File: config.mk
export PLATFORM = sky130hd
export DESIGN_NAME = div_clk_monitor
export DESIGN_NICKNAME = d
export VERILOG_FILES = /design/src/rtl/clkdiv_pkg.sv /design/src/rtl/sync_edge_det.sv /design/src/rtl/div_clk_monitor.sv
export SDC_FILE = /design/constraint.sdc
export NUM_CORES = 1
export LEC_CHECK = 0
export ABC_CLOCK_PERIOD_IN_PS = 4800
export CORE_MARGIN = 2
export CORE_UTILIZATION = 40
export CTS_CLUSTER_DIAMETER = 100
export DETAILED_ROUTE_END_ITERATION = 8
export PLACE_DENSITY = 0.67
export SKIP_LAST_GASP = 1
export SLEW_MARGIN = 20
export SYNTH_ARGS = -nofsm -noshare
export SYNTH_HDL_FRONTEND = slang
export SYNTH_SLANG_ARGS = --single-unit
File: constraint.sdc
create_clock -name clk -period 4.8 [get_ports clk]
set_clock_uncertainty 0.15 [all_clocks]
set_input_delay 0.96 -clock clk [delete_from_list [all_inputs] [get_ports clk]]
set_output_delay 0.96 -clock clk [all_outputs]
set_load 0.05 [all_outputs]
File: src/rtl/clkdiv_pkg.sv
// Shared types and defaults for the clock-divider family and the divided-clock monitor.
package clkdiv_pkg;

    localparam int CNT_W_DEF       = 32'd8;
    localparam int SYNC_STAGES_DEF = 32'd2;

    typedef enum logic [1:0] {
        IDLE      = 2'd0,
        WAIT_RISE = 2'd1,
        MEAS_HIGH = 2'd2,
        MEAS_LOW  = 2'd3
    } clkdiv_state_t;

    // True when a signed high-minus-low difference is within one cycle of balance.
    function automatic logic duty_in_tol(input int diff);
        duty_in_tol = (diff >= -32'sd1) && (diff <= 32'sd1);
    endfunction

endpackage

File: src/rtl/sync_edge_det.sv
// Synchronizes an asynchronous level into clk and reports its rising and falling edges.
import clkdiv_pkg::*;

module sync_edge_det #(
    parameter int SYNC_STAGES = SYNC_STAGES_DEF
) (
    input  logic clk,
    input  logic reset,
    input  logic async_in,
    output logic s,
    output logic rise,
    output logic fall
);

    logic [SYNC_STAGES-1:0] sync_r;
    logic                   prev_r;

    // Synchronizer chain plus the previous-sample flop used for edge detection.
    always_ff @(posedge clk or posedge reset) begin
        if (reset) begin
            sync_r <= '0;
            prev_r <= 1'b0;
        end else begin
            sync_r <= {sync_r[SYNC_STAGES-2:0], async_in};
            prev_r <= sync_r[SYNC_STAGES-1];
        end
    end

    assign s    = sync_r[SYNC_STAGES-1];
    assign rise = s & ~prev_r;
    assign fall = ~s & prev_r;

endmodule

File: src/rtl/div_clk_monitor.sv
// Measures high time, low time and period of a divided clock in source-clock cycles
// and flags period, duty and stuck-input errors.
import clkdiv_pkg::*;

module div_clk_monitor #(
    parameter int CNT_W       = CNT_W_DEF,
    parameter int SYNC_STAGES = SYNC_STAGES_DEF
) (
    input  logic             clk,
    input  logic             reset,
    input  logic             enable,
    input  logic             div_clk_in,
    input  logic [CNT_W-1:0] exp_period,
    output logic             meas_valid,
    output logic [CNT_W-1:0] high_cnt,
    output logic [CNT_W-1:0] low_cnt,
    output logic [CNT_W:0]   period,
    output logic             period_ok,
    output logic             duty_ok,
    output logic             timeout
);

    localparam logic [CNT_W-1:0] CNT_MAX = {CNT_W{1'b1}};
    localparam logic [CNT_W-1:0] CNT_ONE = {{(CNT_W-1){1'b0}}, 1'b1};

    logic                s_s;
    logic                rise_s;
    logic                fall_s;
    clkdiv_state_t       state_r;
    clkdiv_state_t       state_s;
    logic [CNT_W-1:0]    hc_r;
    logic [CNT_W-1:0]    hc_s;
    logic [CNT_W-1:0]    lc_r;
    logic [CNT_W-1:0]    lc_s;
    logic                meas_s;
    logic                timeout_s;
    logic [CNT_W:0]      sum_s;
    logic signed [CNT_W:0] diff_s;

    sync_edge_det #(
        .SYNC_STAGES (SYNC_STAGES)
    ) u_sync (
        .clk      (clk),
        .reset    (reset),
        .async_in (div_clk_in),
        .s        (s_s),
        .rise     (rise_s),
        .fall     (fall_s)
    );

    assign sum_s  = {1'b0, hc_r} + {1'b0, lc_r};
    assign diff_s = $signed({1'b0, hc_r}) - $signed({1'b0, lc_r});

    // Next-state, counter and flag logic; disable overrides every edge, an edge overrides saturation.
    always_comb begin
        state_s   = state_r;
        hc_s      = hc_r;
        lc_s      = lc_r;
        meas_s    = 1'b0;
        timeout_s = timeout;
        if (!enable) begin
            state_s   = IDLE;
            hc_s      = '0;
            lc_s      = '0;
            timeout_s = 1'b0;
        end else begin
            case (state_r)
                IDLE: begin
                    state_s = WAIT_RISE;
                    hc_s    = '0;
                    lc_s    = '0;
                end
                WAIT_RISE: begin
                    if (rise_s) begin
                        state_s = MEAS_HIGH;
                        hc_s    = CNT_ONE;
                        lc_s    = '0;
                    end else begin
                        hc_s = '0;
                        lc_s = '0;
                    end
                end
                MEAS_HIGH: begin
                    if (fall_s) begin
                        state_s = MEAS_LOW;
                        lc_s    = CNT_ONE;
                    end else if (hc_r == CNT_MAX) begin
                        state_s   = WAIT_RISE;
                        hc_s      = '0;
                        lc_s      = '0;
                        timeout_s = 1'b1;
                    end else if (s_s) begin
                        hc_s = hc_r + CNT_ONE;
                    end else begin
                        hc_s = hc_r;
                    end
                end
                MEAS_LOW: begin
                    if (rise_s) begin
                        state_s   = MEAS_HIGH;
                        hc_s      = CNT_ONE;
                        lc_s      = '0;
                        meas_s    = 1'b1;
                        timeout_s = 1'b0;
                    end else if (lc_r == CNT_MAX) begin
                        state_s   = WAIT_RISE;
                        hc_s      = '0;
                        lc_s      = '0;
                        timeout_s = 1'b1;
                    end else if (!s_s) begin
                        lc_s = lc_r + CNT_ONE;
                    end else begin
                        lc_s = lc_r;
                    end
                end
                default: begin
                    state_s = IDLE;
                    hc_s    = '0;
                    lc_s    = '0;
                end
            endcase
        end
    end

    // FSM state and running counters.
    always_ff @(posedge clk or posedge reset) begin
        if (reset) begin
            state_r <= IDLE;
            hc_r    <= '0;
            lc_r    <= '0;
        end else begin
            state_r <= state_s;
            hc_r    <= hc_s;
            lc_r    <= lc_s;
        end
    end

    // Result registers update only when a full period completes, then hold.
    always_ff @(posedge clk or posedge reset) begin
        if (reset) begin
            meas_valid <= 1'b0;
            high_cnt   <= '0;
            low_cnt    <= '0;
            period     <= '0;
            period_ok  <= 1'b0;
            duty_ok    <= 1'b0;
            timeout    <= 1'b0;
        end else begin
            meas_valid <= meas_s;
            timeout    <= timeout_s;
            if (meas_s) begin
                high_cnt  <= hc_r;
                low_cnt   <= lc_r;
                period    <= sum_s;
                period_ok <= (sum_s == {1'b0, exp_period});
                duty_ok   <= duty_in_tol(int'(diff_s));
            end
        end
    end

endmodule

==> impl_metrics.json, run 1 <==
{
  "finalSetupViolCount": 0,
  "postCtsSetupBuffers": 0,
  "cellLeakagePower_nw": 1.681,
  "cts_root_buffer": "clkbuf_8",
  "areaGrowthSynthToFinish_pct": 17.61,
  "seq_area_frac_synth": 0.3861,
  "grt_max_degree": 51,
  "cts_buffers": 5,
  "drcViolationCount": 0,
  "synth-adder-area-share": 0.08571,
  "setup_slack_ns": 1.318,
  "cp.required_ns": 4.89,
  "end_kind": "register",
  "muxShareOfSynthArea": 0.003089,
  "hold_viol": 0,
  "grt_pass1_wl_um": 12900,
  "globalRoute.totalOverflow": 0,
  "syn_area_um2": 3241,
  "synth_edf_count": 0,
  "yosys_warnings": 0,
  "hold_depth": 0,
  "routed_wl_um": 7540,
  "max-slew-margin-rel": 0.4211,
  "clk_latency_ns": 0.30,
  "postCtsHoldBufs": 0,
  "die-area_um2": 8838,
  "die_h_um": 94.01,
  "cts_sinks": 50,
  "cts_tree": "built",
  "synthCells": 357,
  "initial_core_util": 0.4151,
  "synth_top_family_by_area": "simple AND/OR/NAND/NOR gates",
  "worstSetupPathType": "register to register",
  "cts-resized-gates": 0,
  "peakVddDrop_mv": 0.1533,
  "drive_gt1_frac": 0.08184,
  "post-route-period-util": 0.7255,
  "clk_pin_slew_ns": 0.09,
  "postSynthAreaPerCell_um2": 9.077,
  "h-tree-depth": 2,
  "place_ws_ns": 1.326,
  "startpoint_type": "register",
  "hp-class": "register to register",
  "port_buffers": 40,
  "maxSlewViolCount": 0,
  "dr.pass1.iters": 5,
  "ys_ff_latch": 50,
  "synthSimpleGateAreaFrac": 0.2216,
  "synthXorXnorAreaFrac": 0.05560,
  "ys_types": 64,
  "rsz0062_at_grt": "no",
  "cp_max_fo": 10,
  "antenna_cells": 0,
  "power-per-cell-area_nw_per_um2": 226.8,
  "place_area_um2": 3697,
  "antenna_found_initial": 0,
  "grt_pass1_vias": 2620,
  "cap_violations": 0,
  "clk_path_buf_depth": 2,
  "ios": 41,
  "gp_congestion": 0.8531,
  "outcome": "completed",
  "layout_common_cells": "dfrtp_1 (50), nand2_1 (47), clkdlybuf4s50_1 (40), nor2_1 (33), o21ai_0 (25)",
  "layout_commonest_cell": "dfrtp_1",
  "wl_per_cell_um": 15.29,
  "fin_area_um2": 3811,
  "coreArea_um2": 7807,
  "die_x_um": 94.01,
  "antenna_left": 0,
  "place_hpwl_um": 5551,
  "min_period_ns": 3.482,
  "routed_via_density": 5.432,
  "cp.arrival_ns": 3.57,
  "vias": 2678,
  "nNetsFinal": 424,
  "fin_setup_tns_ns": 0,
  "drt_iter0_markers": 72,
  "r2r_cells": 14,
  "grtUsageTotal": 0.1832,
  "max_freq_mhz": 287.2,
  "holdWs_ns": 0.2057,
  "worst_pin_slew_ns": 0.8674,
  "synth_compound_area_frac": 0.1969,
  "row_count": 32,
  "ys.flop_type": "dfrtp_1",
  "synthesis.nets": 390,
  "synthArstFlopShare": 1.000
}
## Yosys cell counts (all sizes together) (7+ instances only)
library cell / instances / area [um^2]
a21oi: 15 / 82.58
buf: 8 / 56.30
dfrtp: 50 / 1251
ha: 19 / 237.7
inv: 23 / 86.33
nand2: 47 / 176.4
nand3: 14 / 85.08
nor2: 35 / 146.4
nor2b: 7 / 43.79
o21ai: 32 / 160.2
o31ai: 7 / 66.31
xnor2: 12 / 105.1
## layer usage
metal / wire length, um / global-route usage / share of wire / up-vias
met5: 0 / 0 / 0 / -
met1: 3770 / 0.2615 / 0.50 / 1285
met4: 102 / 0.04348 / 0.014 / 0
met3: 298 / 0.03130 / 0.040 / 11
li1: - / - / - / 1321
met2: 3368 / 0.2905 / 0.45 / 61
## registers in the layout, summed over array words and instances, names as in the netlist
signal / flops
duty_ok: 1
hc_r: 8
high_cnt: 8
lc_r: 8
low_cnt: 8
meas_valid: 1
period: 9
period_ok: 1
state_r: 2
timeout: 1
u_sync.prev_r: 1
u_sync.sync_r: 2
## cell type report
cell class / count / area (um^2)
Multi-Input combinational cell: 270 / 1824
Sequential cell: 50 / 1251
Clock buffer: 6 / 82.58
Inverter: 23 / 87.58
Fill cell: 748 / 3996
Tap cell: 102 / 127.6
Timing Repair Buffer: 41 / 407.9
Clock inverter: 1 / 30.03
## cells by family after synthesis
| kind of cell | count (synthesis) |
|---|---|
| buffers and inverters | 37 |
| flip-flops | 50 |
| AO/OA/AOI/OAI | 91 |
| XOR/XNOR | 19 |
| AND/OR/NAND/NOR | 138 |
| adder cells (fa/ha/maj) | 21 |
| multiplexers | 1 |
## worst max-delay path: stages (launching register included)
cell	delay, ns
dfrtp_1	0.49
inv_1	0.14
ha_1	0.44
o21a_1	0.22
o31a_1	0.14
o31ai_1	0.28
a21oi_1	0.12
xnor2_1	0.16
nor4_1	0.32
ha_1	0.28
nor2b_1	0.14
nor2_1	0.07
and4b_1	0.19
o211a_1	0.15
a31o_1	0.13
## per-stage QoR
stage	std cells	total power, mW	utilization
global placement	486	0.5676	0.4736
finish	493	0.8643	0.4881
detailed placement	486	0.5687	0.4736
global route	493	0.9027	0.4881
floorplan	357	0.5275	-
CTS	493	0.8723	0.4880
## where the power goes
part | leakage, nW | internal, mW | total (mW) | switching, mW
registers | 0.685 | 0.434 | 0.445 | 0.0115
logic | 0.940 | 0.0419 | 0.115 | 0.0727
clock network | 0.0573 | 0.167 | 0.304 | 0.137
total | 1.68 | 0.643 | 0.864 | 0.222
## path summary, 6_finish.rpt
path | slack, ns | end | start
min in group asynchronous | 0.98 | high_cnt[6]$_DFFE_PP0P_ | reset
worst max-delay path | 1.32 | duty_ok$_DFFE_PP0P_ | lc_r[2]$_DFFE_PP0P_
max in group asynchronous | 3.00 | period[0]$_DFFE_PP0P_ | reset
worst min register to register | 0.21 | u_sync.sync_r[1]$_DFF_PP0_ | u_sync.sync_r[0]$_DFF_PP0_
worst min-delay path | 0.21 | u_sync.sync_r[1]$_DFF_PP0_ | u_sync.sync_r[0]$_DFF_PP0_
worst max register to register | 1.32 | duty_ok$_DFFE_PP0P_ | lc_r[2]$_DFFE_PP0P_
(Power assumes the default switching activity.)
==> run 2: changes to the inputs <==
--- a/config.mk
+++ b/config.mk
@@ -5,7 +5,7 @@
 export SDC_FILE = /design/constraint.sdc
 export NUM_CORES = 1
 export LEC_CHECK = 0
-export ABC_CLOCK_PERIOD_IN_PS = 4800
+export ABC_CLOCK_PERIOD_IN_PS = 3240
 export CORE_MARGIN = 2
 export CORE_UTILIZATION = 40
 export CTS_CLUSTER_DIAMETER = 100
==> constraint.sdc (replaced) <==
create_clock -name clk -period 3.24 [get_ports clk]
set_clock_uncertainty 0.15 [all_clocks]
set_input_delay 0.648 -clock clk [delete_from_list [all_inputs] [get_ports clk]]
set_output_delay 0.648 -clock clk [all_outputs]
set_load 0.05 [all_outputs]
==> impl_metrics.json, run 2 (synthesis gave the netlist of run 1 again) <==
{
  "outcome": "completed",
  "clk_latency_ns": 0.30,
  "power-per-cell-area_nw_per_um2": 297.5,
  "drive_gt1_frac": 0.1787,
  "largest_reg_flops": 9,
  "routed_wl_um": 7878,
  "maxSlewViolCount": 0,
  "clk_path_buf_depth": 2,
  "initial_core_util": 0.4151,
  "finalSetupViolCount": 0,
  "worstSetupPathType": "register to register",
  "worstSetupStartpoint": "hc_r[0]$_DFFE_PP0P_",
  "grt_pass1_wl_um": 13250,
  "die-area_um2": 8838,
  "cp_max_fo": 3,
  "setup_slack_ns": 0.08652,
  "place_hpwl_um": 6047,
  "grtUsageTotal": 0.1891,
  "drt_iter0_markers": 112,
  "cellLeakagePower_nw": 1.795,
  "cp.depth": 14,
  "slowest_stage": "fa_2",
  "dr.pass1.iters": 4,
  "cts_root_buffer": "clkbuf_8",
  "reg2reg_from": "hc_r[0]$_DFFE_PP0P_",
  "cts_buffers": 5,
  "routed_via_density": 5.322,
  "row_count": 32,
  "nNetsFinal": 446,
  "layout_common_cells": "dfrtp_1 (48), nand2_1 (47), clkdlybuf4s50_1 (40), nor2_1 (32), o21ai_0 (25)",
  "cap_violations": 0,
  "antenna_cells": 0,
  "peakVddDrop_mv": 0.2026,
  "drcViolationCount": 0,
  "die_h_um": 94.01,
  "cts_tree": "built",
  "grt_max_degree": 41,
  "path_cells": "inv_2, ha_4, inv_2, fa_2, a211oi_4, o21ai_2, a22o_1, nor4_2, ha_1, nor2b_4, nor2_2, and4b_1, o211a_1, a31o_1",
  "hp-class": "register to register",
  "crit_family": "compound AO/OA/AOI/OAI gates",
  "clk_pin_slew_ns": 0.09,
  "startpoint_type": "register",
  "die_x_um": 94.01,
  "regMostFlops": "period",
  "min_period_ns": 3.153,
  "gp_congestion": 0.9003,
  "cts_sinks": 50,
  "crit_buf_inv": 2,
  "layout_commonest_cell": "dfrtp_1",
  "min_from": "u_sync.sync_r[0]$_DFF_PP0_",
  "cp.required_ns": 3.33,
  "antenna_found_initial": 0,
  "place_ws_ns": -0.02248,
  "end_kind": "register",
  "hold_viol": 0,
  "worst_pin_slew_ns": 0.6728,
  "post-route-period-util": 0.9733,
  "fin_setup_tns_ns": 0,
  "grt_pass1_vias": 2739,
  "antenna_left": 0,
  "port_buffers": 40,
  "hold_depth": 0,
  "globalRoute.totalOverflow": 0,
  "areaGrowthSynthToFinish_pct": 25.87,
  "crit_top_cell": "inv_2",
  "coreArea_um2": 7807,
  "max_freq_mhz": 317.1,
  "h-tree-depth": 2,
  "vias": 2746,
  "wl_per_cell_um": 15.27,
  "cpPeakStageDelay_ns": 0.42,
  "max-slew-margin-rel": 0.5508,
  "cp.arrival_ns": 3.24,
  "r2r_cells": 14,
  "ios": 41
}
## run 2: worst paths after layout
check / slack [ns] / end
setup / recovery: 0.09 / duty_ok$_DFFE_PP0P_
hold / removal: 0.21 / u_sync.sync_r[1]$_DFF_PP0_
setup reg to reg: 0.09 / duty_ok$_DFFE_PP0P_
hold reg to reg: 0.21 / u_sync.sync_r[1]$_DFF_PP0_
max in group asynchronous: 1.71 / high_cnt[1]$_DFFE_PP0P_
min in group asynchronous: 0.62 / low_cnt[2]$_DFFE_PP0P_
## run 2: routing by layer
metal	share of wire	GRT usage	up-vias
met1	0.46	0.2592	1295
met5	0	0	-
met4	0.014	0.04710	0
met2	0.46	0.3101	76
li1	-	-	1363
met3	0.057	0.03371	12
## run 2: through the flow
step	std cells	instance area [um^2]	utilization	hold WS, ns	power (mW)
finish	516	4079	0.5224	0.2121	1.213
global route	516	4079	0.5224	0.2156	1.268
CTS	513	3946	0.5054	0.2158	1.229
detailed placement	505	3840	0.4918	0.1920	0.8476
global placement	505	3840	0.4918	0.1859	0.8461
floorplan	357	3241	-	0.1812	0.7815
## run 2: report_power, final
| part | internal, mW | switching (mW) |
|---|---|---|
| clock network | 0.172 | 0.205 |
| logic | 0.0683 | 0.109 |
| registers | 0.643 | 0.0162 |
| total | 0.883 | 0.330 |
## run 2: layout make-up
class | instances | area [um^2]
fill | 766 | 3729
multi-input combinational | 270 | 1939
sequential | 50 | 1254
timing repair buffer | 63 | 576.8
tap | 102 | 127.6
inverter | 23 | 86.33
clock buffer | 6 | 82.58
clock inverter | 2 | 12.51
## run 2: worst reg2reg max path, stage by stage (launching register included)
cell	delay [ns]
dfrtp_1	0.39
inv_2	0.08
ha_4	0.13
inv_2	0.04
fa_2	0.42
a211oi_4	0.29
o21ai_2	0.10
a22o_1	0.27
nor4_2	0.27
ha_1	0.27
nor2b_4	0.13
nor2_2	0.09
and4b_1	0.19
o211a_1	0.14
a31o_1	0.14
## run 2: repair_timing
action,4_1_cts,5_1_grt
endpoints found under the setup margin,1,1
endpoints found under the hold margin,0,0
hold buffers,0,0
pin swaps,0,13
cloned,0,0
gates resized for setup,3,23
buffers inserted,0,3
